--- config.mk ---
export PLATFORM = sky130hd
export DESIGN_NAME = calc_sequencer
export DESIGN_NICKNAME = d
export VERILOG_FILES = /design/src/rtl/calc_pkg.sv /design/src/rtl/button_debouncer.sv /design/src/rtl/calc_sequencer.sv
export SDC_FILE = /design/constraint.sdc
export NUM_CORES = 1
export LEC_CHECK = 0
export ABC_AREA = 1
export CAP_MARGIN = 0
export CORE_AREA = 2 2 109 217
export CTS_BUF_LIST = sky130_fd_sc_hd__clkbuf_4 sky130_fd_sc_hd__clkbuf_8
export CTS_CLUSTER_SIZE = 8
export DETAILED_ROUTE_END_ITERATION = 16
export DIE_AREA = 0 0 111 219
export PLACE_DENSITY_LB_ADDON = 0.1
export SYNTH_ARGS = -nofsm -noshare
export SYNTH_HDL_FRONTEND = slang
export SYNTH_HIERARCHICAL = 1
export SYNTH_SLANG_ARGS = --single-unit
--- constraint.sdc ---
create_clock -name CLK100MHZ -period 1.8 [get_ports CLK100MHZ]
set_input_delay 0.27 -clock CLK100MHZ [delete_from_list [all_inputs] [get_ports CLK100MHZ]]
set_output_delay 0.27 -clock CLK100MHZ [all_outputs]
set_load 0.01 [all_outputs]
--- src/rtl/calc_pkg.sv ---
// rtl/calc_pkg.sv - shared op codes, state encoding and press decoding for the calculator sequencer
package calc_pkg;

   localparam logic [2:0]  OP_ADD   = 3'd0;
   localparam logic [2:0]  OP_SUB   = 3'd1;
   localparam logic [2:0]  OP_MUL   = 3'd2;
   localparam logic [2:0]  OP_DIV   = 3'd3;
   localparam logic [15:0] ERR_CODE = 16'hDEAD;

   typedef enum logic [2:0] {
      ST_IDLE  = 3'd0,
      ST_ARMED = 3'd1,
      ST_START = 3'd2,
      ST_WAIT  = 3'd3,
      ST_DONE  = 3'd4,
      ST_ERR   = 3'd5
   } state_t;

   typedef struct packed {
      logic       op_hit;
      logic [2:0] op;
      logic       clear;
   } press_t;

   // Pulses ordered {U, D, L, R, C}; only the highest-priority one survives.
   function automatic press_t resolve_press(input logic [4:0] p);
      press_t r;
      r = '0;
      if (p[4]) begin
         r.op_hit = 1'b1;
         r.op     = OP_ADD;
      end else if (p[3]) begin
         r.op_hit = 1'b1;
         r.op     = OP_SUB;
      end else if (p[2]) begin
         r.op_hit = 1'b1;
         r.op     = OP_MUL;
      end else if (p[1]) begin
         r.op_hit = 1'b1;
         r.op     = OP_DIV;
      end else if (p[0]) begin
         r.clear  = 1'b1;
      end
      return r;
   endfunction

endpackage

--- src/rtl/button_debouncer.sv ---
// rtl/button_debouncer.sv - synchronizer, stability counter and rising-edge press pulse for one button
module button_debouncer #(
   parameter int DEBOUNCE_CYCLES = 1_000_000
) (
   input  logic CLK100MHZ,
   input  logic resetn,
   input  logic btn_raw,
   output logic press
);

   localparam int CW = $clog2(DEBOUNCE_CYCLES + 1);
   localparam logic [CW-1:0] CNT_LAST = CW'(DEBOUNCE_CYCLES - 1);

   logic          sync1;
   logic          sync2;
   logic          level;
   logic          level_d;
   logic [CW-1:0] cnt;

   always_ff @(posedge CLK100MHZ or negedge resetn) begin
      if (!resetn) begin
         sync1   <= 1'b0;
         sync2   <= 1'b0;
         level   <= 1'b0;
         level_d <= 1'b0;
         cnt     <= '0;
         press   <= 1'b0;
      end else begin
         sync1   <= btn_raw;
         sync2   <= sync1;
         level_d <= level;
         press   <= level & ~level_d;
         // Any return to the accepted level restarts the stability window.
         if (sync2 == level) begin
            cnt <= '0;
         end else if (cnt == CNT_LAST) begin
            level <= sync2;
            cnt   <= '0;
         end else begin
            cnt <= cnt + CW'(1);
         end
      end
   end

endmodule

--- src/rtl/calc_sequencer.sv ---
// rtl/calc_sequencer.sv - button-driven operand/op sequencing and start/done handshake for the ALU
module calc_sequencer
   import calc_pkg::*;
#(
   parameter int DEBOUNCE_CYCLES = 1_000_000,
   parameter int ALU_TIMEOUT     = 64
) (
   input  logic        CLK100MHZ,
   input  logic        resetn,
   input  logic [15:0] sw,
   input  logic        btnU,
   input  logic        btnD,
   input  logic        btnL,
   input  logic        btnR,
   input  logic        btnC,
   output logic [7:0]  A,
   output logic [7:0]  B,
   output logic [2:0]  op,
   output logic        alu_start,
   input  logic        alu_done,
   input  logic [15:0] alu_y,
   input  logic        alu_div0,
   output logic [15:0] result,
   output logic        result_valid,
   output logic        error,
   output logic [2:0]  state_dbg
);

   localparam int WW = $clog2(ALU_TIMEOUT + 1);
   localparam logic [WW-1:0] WD_LIMIT = WW'(ALU_TIMEOUT);

   logic [4:0] pulses;
   press_t     pr;

   state_t        state, state_n;
   logic [7:0]    a_n, b_n;
   logic [2:0]    op_n;
   logic [15:0]   result_n;
   logic [WW-1:0] wd, wd_n, wd_inc;

   button_debouncer #(.DEBOUNCE_CYCLES(DEBOUNCE_CYCLES)) u_db_u (
      .CLK100MHZ(CLK100MHZ), .resetn(resetn), .btn_raw(btnU), .press(pulses[4]));
   button_debouncer #(.DEBOUNCE_CYCLES(DEBOUNCE_CYCLES)) u_db_d (
      .CLK100MHZ(CLK100MHZ), .resetn(resetn), .btn_raw(btnD), .press(pulses[3]));
   button_debouncer #(.DEBOUNCE_CYCLES(DEBOUNCE_CYCLES)) u_db_l (
      .CLK100MHZ(CLK100MHZ), .resetn(resetn), .btn_raw(btnL), .press(pulses[2]));
   button_debouncer #(.DEBOUNCE_CYCLES(DEBOUNCE_CYCLES)) u_db_r (
      .CLK100MHZ(CLK100MHZ), .resetn(resetn), .btn_raw(btnR), .press(pulses[1]));
   button_debouncer #(.DEBOUNCE_CYCLES(DEBOUNCE_CYCLES)) u_db_c (
      .CLK100MHZ(CLK100MHZ), .resetn(resetn), .btn_raw(btnC), .press(pulses[0]));

   assign pr     = resolve_press(pulses);
   assign wd_inc = wd + WW'(1);

   always_ff @(posedge CLK100MHZ or negedge resetn) begin
      if (!resetn) begin
         state  <= ST_IDLE;
         A      <= '0;
         B      <= '0;
         op     <= OP_ADD;
         result <= '0;
         wd     <= '0;
      end else begin
         state  <= state_n;
         A      <= a_n;
         B      <= b_n;
         op     <= op_n;
         result <= result_n;
         wd     <= wd_n;
      end
   end

   always_comb begin
      state_n  = state;
      a_n      = A;
      b_n      = B;
      op_n     = op;
      result_n = result;
      wd_n     = wd;
      case (state)
         ST_IDLE: begin
            if (pr.op_hit) begin
               a_n     = sw[7:0];
               b_n     = sw[15:8];
               op_n    = pr.op;
               state_n = ST_ARMED;
            end
         end
         ST_ARMED: begin
            if (pr.op_hit) begin
               op_n = pr.op;
            end else if (pr.clear) begin
               b_n     = sw[15:8];
               state_n = ST_START;
            end
         end
         ST_START: begin
            wd_n    = '0;
            state_n = ST_WAIT;
         end
         ST_WAIT: begin
            // A done in the last watchdog cycle still wins over the timeout.
            if (alu_done) begin
               result_n = alu_div0 ? ERR_CODE : alu_y;
               state_n  = alu_div0 ? ST_ERR : ST_DONE;
            end else if (wd_inc == WD_LIMIT) begin
               result_n = ERR_CODE;
               state_n  = ST_ERR;
            end else begin
               wd_n = wd_inc;
            end
         end
         ST_DONE: begin
            if (pr.op_hit) begin
               a_n     = result[7:0];
               b_n     = sw[15:8];
               op_n    = pr.op;
               state_n = ST_ARMED;
            end else if (pr.clear) begin
               state_n = ST_IDLE;
            end
         end
         ST_ERR: begin
            if (pr.clear) begin
               result_n = '0;
               state_n  = ST_IDLE;
            end
         end
         default: state_n = ST_IDLE;
      endcase
   end

   assign alu_start    = (state == ST_START);
   assign result_valid = (state == ST_DONE);
   assign error        = (state == ST_ERR);
   assign state_dbg    = state;

endmodule
==> results by group <==
Die
  • Full die area: 0.0243 sq mm
  • I/O pin count: 82
  • Placeable Area: 0.0225 sq mm
  • Die height: 219 um
  • # rows: 78
  • Die Wd: around 110 um
  • Starting Density: 0.397

Critical path
  • Worst-case reg-to-reg path depth: 8
  • R2R Path Start: state_dbg[2]
  • Slowest CP cell: dfrtp_2
  • Worst Path Arrival: ~1500 ps
  • Slowest Stage Delay on Critical Path: roughly 380 ps
  • Startpoint types: flip-flop
  • CP Data Required Time: around 1500 ps
  • Worst R2R End: result[10]
  • CP Max Fanout: 4
  • R2R Setup Slk: approximately 120 ps
  • Most numerous cell on the critical path: inv_2
  • Setup crit end kind: output pin
  • CP Cell Sequence: buf_4, inv_2, nor2_4, inv_2, nor2_2, buf_2
  • Crit Path Category: reg -> out

STA
  • Slew Viols, Final: 0
  • RSZ-0062 raised after global routing: true
  • Max Clock Freq: 566 MHz
  • Final cycle utilization of the critical path: 0.981
  • Setup violators final: 0
  • Setup TNS after final layout: 0 ps
  • Headroom to the max-slew limit: 0.615
  • Worst-margin pin slew: 578 ps
  • Final Hold Fails: 0
  • Post-layout minimum cycle time: ~1800 ps
  • Clock Skews: about 13 ps

Yosys
  • Library cells used by synthesis: 36
  • YS warnings: 6
  • Syn_area_per_cell: around 8 sq um
  • Synth Register Bits: 169
  • Post-Synth XOR/XNOR Area: 0.0541
  • Synth Flop Type: dfrtp_1
  • Fraction of synthesized area in multiplexers: 0
  • Syn nets: roughly 1200
  • Sequential area share after synthesis: 0.472
  • Synthesized area: between 0.008 and 0.009 sq mm
  • Synth Area in Simple Gates: 0.358
  • Async set or reset register ratio after synthesis: 1.00
  • Largest family of logic cells by synthesized area: simple AND/OR/NAND/NOR gates
  • Synth Area in Adders: 0.00838
  • Synth Instances: between 1000 and 1500
  • Number of synthesized flops with an enable pin: 0
  • Compound-Gate Fraction of Synth Area: 0.0492

Drt
  • Via count: between 7000 and 8000
  • Wire per inst: roughly 14 um
  • Max layer used: met4
  • Routed Antenna Nets: 0
  • DRT met1 WL: 7960 um
  • Drt pass-1 iters: 4
  • DRC viols: 0
  • Final WL: approximately 22000 um
  • Vias per inst: ~4.9
  • Met3 Wirelength: approximately 550 um
  • Met2 WL: roughly 13000 um
  • DR iter-0 viols: roughly 350

Worst hold path
  • Hold depth: 1
  • HP Class: in -> reg
  • WHS Endpoint: u_db_c/sync1
  • Hold Crit Start: btnC

Finish
  • Count of non-filler cells in the finished layout: 1527
  • Share of layout cells above drive strength 1: 0.156
  • Nets: 1281
  • Most frequent cells in the layout: 218 x nor2_1, 208 x nand2_1, 168 x dfrtp_1
  • Synth-to-layout area growth: 19.1%
  • Most common cell after layout, fill and taps aside: nor2_1
  • Fill count: between 2000 and 2500
  • Diodes inserted: 0
  • Fin util: 0.473

Clocking
  • # clock sinks: roughly 170
  • TritonCTS buffer count: 17
  • Clock Tree Buf Depth: 2
  • Clk Latency, worst-skew pair: 490 ps
  • Root Driver: clkbuf_8
  • CTS clk-pin slew, worst paths: roughly 90 ps
  • CTS H-tree depth: 4
  • TritonCTS clock tree: yes

Placed design
  • Placed Cells: around 1500
  • # port buffers: 80
  • Post-detail-place hpwl: approximately 17000 um
  • Routability cong.: between 0.8 and 0.9

Power and ir drop
  • Power per cell area: 834 mW/mm^2
  • P_leak: roughly 4.7 nW
  • Max IR drop VDD: slightly above 0.7 mV

Global route
  • Grt ovf: 0
  • Initial antenna violation count: 0
  • Largest net degree at the start of global routing: between 40 and 50
  • GRT Total Usage: 0.192
  • Vias in the first global route: between 7000 and 8000
  • First-pass GRT wire length: roughly 37000 um

Outcome
  • Status: finished, final reports clean

Flow run
  • Max-Cap Viols: 0
## stage by stage
step / total power (W) / cell area (sq um) / hold WS (ps) / worst slack [ps]
after global routing: 0.00944 / 10700 / 184 / -56.0
after floorplan: 0.00543 / 8960 / -25.6 / 187
final: 0.00890 / 10700 / 202 / 34.7
after global placement: 0.00651 / 10200 / 218 / 118
after CTS: 0.00900 / 10600 / 160 / -105
after detailed placement: 0.00654 / 10200 / 222 / 89.6
## worst max-delay path, delay by kind of cell, from the launching register on
family / cells / cell delay [ps]
DFF: 1 / 380
and+or+nand+nor: 2 / 200
buffers and inverters: 4 / 410
## cells by family after synthesis
logic type | after synthesis
other | 1
AND/OR/NAND/NOR | 680
XOR/XNOR | 51
adder cells (fa/ha/maj) | 6
AO/OA/AOI/OAI | 81
buffers and inverters | 129
flip-flops | 169
## timing repair
item                                   in CTS  in global routing
endpoints found under the hold margin      36                  0
hold buffers                                1                  0
gates resized for setup                    15                 19
pin swaps                                   0                  5
setup endpoints to repair                   6                 39
setup buffers                               3                  2
gates cloned                                0                  1
## layout make-up
cell class,instances,area (sq um),area share
clock buffer,19,249,0.0233
clock inverter,13,82.6,0.00774
inverter,117,442,0.0414
multi-input combinational,819,4260,0.399
sequential,169,4230,0.396
tap,280,350,0.0328
timing repair buffer,110,1060,0.0994
## routing by layer
metal / track usage / up-vias
met3: 0.0312 / 49
li1: - / 3801
met4: 0.106 / 0
met2: 0.383 / 129
met1: 0.181 / 3557
met5: 0 / -
## worst max path at each step
stage / from / endpoint / slack (ps) / cells after the start
final: state_dbg[1] / alu_start / 30 / 6
after global routing: state_dbg[1] / alu_start / -60 / 6
after CTS: state_dbg[1] / alu_start / -100 / 6
after detailed placement: state_dbg[1] / B[0] / 90 / 4
after global placement: state_dbg[1] / alu_start / 120 / 5
after floorplan: wd[0] / state_dbg[0] / 190 / 12
## power by group
part,total (W),internal [W],switching (W),leakage [nW]
logic,0.00214,0.00104,0.00110,2.33
registers,0.00440,0.00414,0.000257,2.23
clock network,0.00237,0.000962,0.00140,0.168
total,0.00890,0.00614,0.00276,4.73
## Yosys cell counts (6+ instances only)
master    number  area (sq um)
nor2_1       221           830
nand2_1      209           785
dfrtp_1      169          4230
inv_1        106           398
nand3_1       72           360
nor2_2        48           300
o21ai_0       48           240
nand4_1       38           238
xor2_1        36           315
nand2_2       27           169
nand3b_1      16           120
nor3_1        16          80.1
a21oi_1       15          75.1
inv_2         11          41.3
o21ai_1       10          50.1
xnor2_1       10          87.6
nand3_2        9          90.1
ha_1           6          75.1
nor2_4         6          67.6
## sequential cells by signal, summed over array words and instances (netlist names), 2 cells and up
name	flops
u_db_c/cnt	20
u_db_d/cnt	20
u_db_l/cnt	20
wd	7
result	16
u_db_r/cnt	20
B	8
op	2
u_db_u/cnt	20
state_dbg	3
A	8
(Power assumes the default switching activity.)
